==> src/rtl/ifu_fetch_if.sv <==
// ifu_fetch_if: instruction-port, redirect and decode-side signals of the fetch unit.
interface ifu_fetch_if;
    logic        inst_req;
    logic [31:0] inst_addr;
    logic        inst_addr_ok;
    logic        inst_data_ok;
    logic [31:0] inst_rdata;
    logic        redirect_valid;
    logic [31:0] redirect_pc;
    logic        if_valid;
    logic [31:0] if_pc;
    logic [31:0] if_inst;
    logic [16:0] if_din;
    logic        id_ready;

    modport master (
        output inst_req, inst_addr, if_valid, if_pc, if_inst, if_din,
        input  inst_addr_ok, inst_data_ok, inst_rdata, redirect_valid, redirect_pc, id_ready
    );

    modport slave (
        input  inst_req, inst_addr, if_valid, if_pc, if_inst, if_din,
        output inst_addr_ok, inst_data_ok, inst_rdata, redirect_valid, redirect_pc, id_ready
    );
endinterface

==> src/rtl/ifu_fetch.sv <==
// ifu_fetch: fetch PC, credit-limited SRAM-like requests, 2-entry instruction queue, redirect flush.
module ifu_fetch #(
    parameter logic [31:0] RESET_PC = 32'h8000_0000
) (
    input  logic         cpu_clk,
    input  logic         cpu_rst,
    ifu_fetch_if.master  bus
);
    logic [31:0] fetch_pc_q, fetch_pc_d;
    logic [1:0]  out_cnt_q, out_cnt_d;
    logic [1:0]  cancel_cnt_q, cancel_cnt_d;
    logic [1:0]  q_cnt_q, q_cnt_d;
    logic        q_head_q, q_head_d;
    logic        pf_head_q, pf_head_d;
    logic [31:0] q_pc_q [2];
    logic [31:0] q_inst_q [2];
    logic [31:0] pf_q [2];
    logic [2:0]  credit;
    logic        req, accept, dok, drop, push, pop;

    always_comb begin
        credit       = {1'b0, out_cnt_q} + {1'b0, q_cnt_q};
        pop          = (q_cnt_q != 2'd0) && bus.id_ready;
        req          = !cpu_rst && !bus.redirect_valid && (credit < 3'd2 || (credit == 3'd2 && pop));
        accept       = req && bus.inst_addr_ok;
        dok          = bus.inst_data_ok && (out_cnt_q != 2'd0);
        drop         = dok && (cancel_cnt_q != 2'd0 || bus.redirect_valid);
        push         = dok && !drop;
        fetch_pc_d   = bus.redirect_valid ? bus.redirect_pc : accept ? fetch_pc_q + 32'd4 : fetch_pc_q;
        out_cnt_d    = out_cnt_q + 2'(accept) - 2'(dok);
        // Every request still outstanding after a redirect belongs to the old path.
        cancel_cnt_d = bus.redirect_valid ? out_cnt_q - 2'(dok)
                                          : cancel_cnt_q - 2'(dok && cancel_cnt_q != 2'd0);
        q_cnt_d      = bus.redirect_valid ? 2'd0 : q_cnt_q + 2'(push) - 2'(pop);
        q_head_d     = (pop && !bus.redirect_valid) ? ~q_head_q : q_head_q;
        pf_head_d    = dok ? ~pf_head_q : pf_head_q;
    end

    always_ff @(posedge cpu_clk) begin
        if (cpu_rst) begin
            fetch_pc_q   <= RESET_PC;
            out_cnt_q    <= 2'd0;
            cancel_cnt_q <= 2'd0;
            q_cnt_q      <= 2'd0;
            q_head_q     <= 1'b0;
            pf_head_q    <= 1'b0;
            for (int i = 0; i < 2; i++) begin
                q_pc_q[i]   <= 32'd0;
                q_inst_q[i] <= 32'd0;
                pf_q[i]     <= 32'd0;
            end
        end else begin
            fetch_pc_q   <= fetch_pc_d;
            out_cnt_q    <= out_cnt_d;
            cancel_cnt_q <= cancel_cnt_d;
            q_cnt_q      <= q_cnt_d;
            q_head_q     <= q_head_d;
            pf_head_q    <= pf_head_d;
            if (accept)
                pf_q[pf_head_q ^ out_cnt_q[0]] <= fetch_pc_q;
            if (push) begin
                q_pc_q[q_head_q ^ q_cnt_q[0]]   <= pf_q[pf_head_q];
                q_inst_q[q_head_q ^ q_cnt_q[0]] <= bus.inst_rdata;
            end
        end
    end

    assign bus.inst_req  = req;
    assign bus.inst_addr = fetch_pc_q;
    assign bus.if_valid  = q_cnt_q != 2'd0;
    assign bus.if_pc     = q_pc_q[q_head_q];
    assign bus.if_inst   = q_inst_q[q_head_q];
    assign bus.if_din    = q_inst_q[q_head_q][31:15];
endmodule

==> src/flat_wrapper.sv <==
// flat-port wrapper written by rule: the top's interface ports become plain ports
module ifu_fetch_flat 
#(
    parameter logic [31:0] RESET_PC = 32'h8000_0000
)
  (cpu_clk, cpu_rst, bus_inst_req, bus_inst_addr, bus_if_valid, bus_if_pc, bus_if_inst, bus_if_din, bus_inst_addr_ok, bus_inst_data_ok, bus_inst_rdata, bus_redirect_valid, bus_redirect_pc, bus_id_ready);
  ifu_fetch_if bus_i ();
  input  logic cpu_clk;
  input  logic cpu_rst;
  output wire logic [$bits(bus_i.inst_req)-1:0] bus_inst_req;
  output wire logic [$bits(bus_i.inst_addr)-1:0] bus_inst_addr;
  output wire logic [$bits(bus_i.if_valid)-1:0] bus_if_valid;
  output wire logic [$bits(bus_i.if_pc)-1:0] bus_if_pc;
  output wire logic [$bits(bus_i.if_inst)-1:0] bus_if_inst;
  output wire logic [$bits(bus_i.if_din)-1:0] bus_if_din;
  input wire logic [$bits(bus_i.inst_addr_ok)-1:0] bus_inst_addr_ok;
  input wire logic [$bits(bus_i.inst_data_ok)-1:0] bus_inst_data_ok;
  input wire logic [$bits(bus_i.inst_rdata)-1:0] bus_inst_rdata;
  input wire logic [$bits(bus_i.redirect_valid)-1:0] bus_redirect_valid;
  input wire logic [$bits(bus_i.redirect_pc)-1:0] bus_redirect_pc;
  input wire logic [$bits(bus_i.id_ready)-1:0] bus_id_ready;
  assign bus_inst_req = bus_i.inst_req;
  assign bus_inst_addr = bus_i.inst_addr;
  assign bus_if_valid = bus_i.if_valid;
  assign bus_if_pc = bus_i.if_pc;
  assign bus_if_inst = bus_i.if_inst;
  assign bus_if_din = bus_i.if_din;
  assign bus_i.inst_addr_ok = bus_inst_addr_ok;
  assign bus_i.inst_data_ok = bus_inst_data_ok;
  assign bus_i.inst_rdata = bus_inst_rdata;
  assign bus_i.redirect_valid = bus_redirect_valid;
  assign bus_i.redirect_pc = bus_redirect_pc;
  assign bus_i.id_ready = bus_id_ready;
  ifu_fetch #(.RESET_PC(RESET_PC)) u_core (.cpu_clk(cpu_clk), .cpu_rst(cpu_rst), .bus(bus_i));
endmodule
==> config.mk <==
export PLATFORM = sky130hd
export DESIGN_NAME = ifu_fetch_flat
export DESIGN_NICKNAME = d
export VERILOG_FILES = /design/src/rtl/ifu_fetch_if.sv /design/src/rtl/ifu_fetch.sv /design/src/flat_wrapper.sv
export SDC_FILE = /design/constraint.sdc
export NUM_CORES = 1
export LEC_CHECK = 0
export BUFFER_PORTS_ARGS = -buffer_cell sky130_fd_sc_hd__clkbuf_2
export CAP_MARGIN = 20
export CORE_ASPECT_RATIO = 1.1
export CORE_MARGIN = 4
export CORE_UTILIZATION = 25
export CTS_CLUSTER_DIAMETER = 60
export CTS_CLUSTER_SIZE = 16
export DETAILED_ROUTE_END_ITERATION = 6
export GPL_ROUTABILITY_DRIVEN = 0
export PLACE_DENSITY_LB_ADDON = 0.15
export REMOVE_ABC_BUFFERS = 1
export SETUP_SLACK_MARGIN = 0.2
export SLEW_MARGIN = 20
export SYNTH_ARGS = -nofsm -noshare
export SYNTH_HDL_FRONTEND = slang
export SYNTH_SLANG_ARGS = --single-unit
==> constraint.sdc <==
create_clock -name cpu_clk -period 3.5 [get_ports cpu_clk]
set_input_delay 0.525 -clock cpu_clk [delete_from_list [all_inputs] [get_ports cpu_clk]]
set_output_delay 0.525 -clock cpu_clk [all_outputs]
set_load 0.005 [all_outputs]
==> results.cfg <==
[outcome]
status = finished, final reports clean

[synth]
yosysSeqAreaShare = 0.619
netlist_area_mm2 = 0.0107
yosysWarnings = 0
synth-seq-cells = 234
yosys.area.top_type = edfxtp_1
postSynthAreaPerCell_um2 = 12.5
synth_edf_count = 192
synthDominantCellAreaShare = 0.540
synthCells = 853
synth_cell_types = 60
ys.flop_type = edfxtp_1
async_reset_ff_frac = 0
ys_top_cells_by_area = edfxtp_1, dfxtp_1, mux2_2

[global_route]
grtUsageMet3 = 0.0216
grt_max_degree = 48
grt_pass1_wl_um = 45400
use_met2 = 0.211
grt_antenna_before_repair = 0
use_met1 = 0.175
grt_pass1_vias = 7193
busiest_layer = met2
gr-total-overflow = 0
grtUsageTotal = 0.127

[critical_path]
cp-start-kind = flip-flop
crit_chain = ha_1 > inv_1 > fa_1 > a21o_1 > and3_1 > clkbuf_2
arrival_ps = 2390
r2r_slack_ps = 760
crit_type = flip-flop to primary output
reg2reg_depth = 10
path_max_fanout = 10
crit_slowest_cell = fa_1
slowest_delay_ps = 500
crit-reg2reg-launch = u_core.out_cnt_q[0]$_SDFF_PP0_
critical-path-top-delay-family = adder cells
end_kind = primary output
reg2reg_to = u_core.out_cnt_q[1]$_SDFF_PP0_
cp.buffers_inverters = 2
required_ps = 2970
cp.depth = 6

[finish]
final_layout_size_suffix_gt1_frac = 0.333
fin_nets = 1095
final_cell_mix = edfxtp_1, clkbuf_2, nor2_1, and2_1, mux2_2
area_delta_synth_final_pct = 23.3
final_common_cell = edfxtp_1
fill_cells = 4386

[cts]
ctsResizeCount = 0
root_buffer = clkbuf_16
cts_inserted_buffers = 26
cts_sinks = 234
htreeDepth = 1
postCtsSetupRepairBufs = 0
cts_max_path_buffers = 3
clk_latency_ps = 540
cts_tree = yes
postCtsHoldBufs = 0
clk_pin_slew_ps = 60

[drt]
drtPass1Iterations = 5
drc = 0
num_vias = 7153
drt-vias-per-instance = 4.46
wire_per_inst_um = 18.6
drt_iter0_markers = 388
ant_nets = 0
postRouteWirelength_um = 29900

[floorplan]
core_region_area_mm2 = 0.0423
start_util = 0.252
fp.dieW_um = 205
row_count = 79
dieHeight_um = 225
die_area_mm2 = 0.0461
io_pins = 185

[power]
pwr-share-seq = 0.451
p_comb_frac = 0.141
vdd_drop_max_v = 0.000315
swShare = 0.276
clkPwrFrac = 0.409
power_per_cell_area_mw_per_mm2 = 566
p_total_w = 0.00745
p_int_w = 0.00539
p_leak_nw = 5.23
p_switching_w = 0.00205

[min_path]
holdCritStartpoint = bus_redirect_pc[5]
holdPathEnd = u_core.bus.inst_addr[5]$_SDFFE_PP0P_
whs_path_depth = 3
min_path_type = input port to flip-flop

[placed_design]
dp_hpwl_um = 20000
portBuffers = 184

[timing]
slew_violations = 0
skew_ps = 13.1
timing.fmax_mhz = 343
rsz0062_at_grt = false
hold_violations = 0
finalSetupViolations = 0
holdWs_ps = 216
period_share = 0.834
tightestPinTransition_ps = 566
slew_headroom = 0.619
period_needed_ps = 2920

[run]
drv_cap = 0
-- area by class of cell --
type | instances | area, um2 | share of cell area
sequential | 234 | 6610 | 0.502
multi-input combinational | 526 | 3630 | 0.276
timing repair buffer | 209 | 1170 | 0.0890
clock buffer | 31 | 711 | 0.0540
tap | 567 | 709 | 0.0539
clock inverter | 17 | 251 | 0.0191
inverter | 20 | 75.1 | 0.00570
antenna | 1 | 2.50 | 0.000190
-- worst max-delay path by stage --
stage                                         from                             endpoint  slack [ps]
floorplan                       bus_redirect_valid  u_core.q_inst_q[1][0]$_SDFFCE_PN0P_         -90
global placement    u_core.out_cnt_q[0]$_SDFF_PP0_       u_core.out_cnt_q[1]$_SDFF_PP0_         800
detailed placement  u_core.out_cnt_q[0]$_SDFF_PP0_       u_core.out_cnt_q[0]$_SDFF_PP0_         750
CTS                 u_core.out_cnt_q[0]$_SDFF_PP0_                         bus_inst_req         530
global route        u_core.out_cnt_q[0]$_SDFF_PP0_                         bus_inst_req         420
finish              u_core.out_cnt_q[0]$_SDFF_PP0_                         bus_inst_req         580
-- per-layer routing --
metal  part of all wire  wire length, um
met5                  0                0
met4              0.017              506
met3              0.048             1440
met2               0.48            14300
met1               0.46            13700
-- cell usage after synthesis, types with 11 or more instances --
library cell,count
mux2i_1,34
mux2_2,65
clkbuf_1,43
nand3_1,11
buf_4,18
nor2_1,93
and3_1,58
edfxtp_1,192
inv_1,18
o21ai_0,13
nor3_1,25
dfxtp_1,42
and2_1,67
nand2_1,28
a21oi_1,19
-- cell families (layout without fill, tap and decap cells) --
group                      count (synthesis)  count (layout)  share of synthesized area
AOI/OAI and AO/OA                         82              82                     0.0524
xor gates and xnor gates                  12              12                    0.00984
adders and majority gates                  8               8                     0.0101
buffers and inverters                     93             277                     0.0437
DFF                                      234             234                      0.619
muxes                                     99              99                      0.100
other                                      0               1                          0
and+or+nand+nor                          325             325                      0.165
-- power by group through the flow --
stage / combinational [W] / sequential [W] / clock [W]
2_1_floorplan: 0.000533 / 0.00340 / 0
3_3_place_gp: 0.00108 / 0.00342 / 0
3_5_place_dp: 0.00108 / 0.00342 / 0
4_1_cts: 0.00109 / 0.00336 / 0.00315
5_1_grt: 0.00116 / 0.00338 / 0.00328
6_report: 0.00105 / 0.00336 / 0.00304
-- state kept, by name (all words and copies together), names as in the netlist, named ones only --
| name | flops |
|---|---|
| u_core.bus.inst_addr | 32 |
| u_core.cancel_cnt_q | 2 |
| u_core.out_cnt_q | 2 |
| u_core.pf_head_q | 1 |
| u_core.pf_q | 64 |
| u_core.q_cnt_q | 2 |
| u_core.q_head_q | 1 |
| u_core.q_inst_q | 64 |
| u_core.q_pc_q | 64 |
-- worst reg2reg max path, cell delays in order, from the launching register on --
cell and delay (ps):
dfxtp_1 470, ha_1 200, inv_1 50, fa_1 500
a21o_1 280, nand2_2 80, inv_1 140, buf_4 450
ha_1 260, xor2_1 140, nor2_1 50
-- through the flow --
| stage | std cells | TNS [ps] | setup WS (ps) | cell area [um2] | util |
|---|---|---|---|---|---|
| final | 1605 | 0 | 581 | 13200 | 0.311 |
| after global routing | 1604 | 0 | 417 | 13200 | 0.311 |
| after CTS | 1604 | 0 | 532 | 13200 | 0.311 |
| after detailed placement | 1556 | 0 | 755 | 12200 | 0.288 |
| after global placement | 1556 | 0 | 803 | 12200 | 0.288 |
| after floorplan | 780 | -12110 | -94.6 | 10300 | - |
Power figures use the tool's default switching activity.
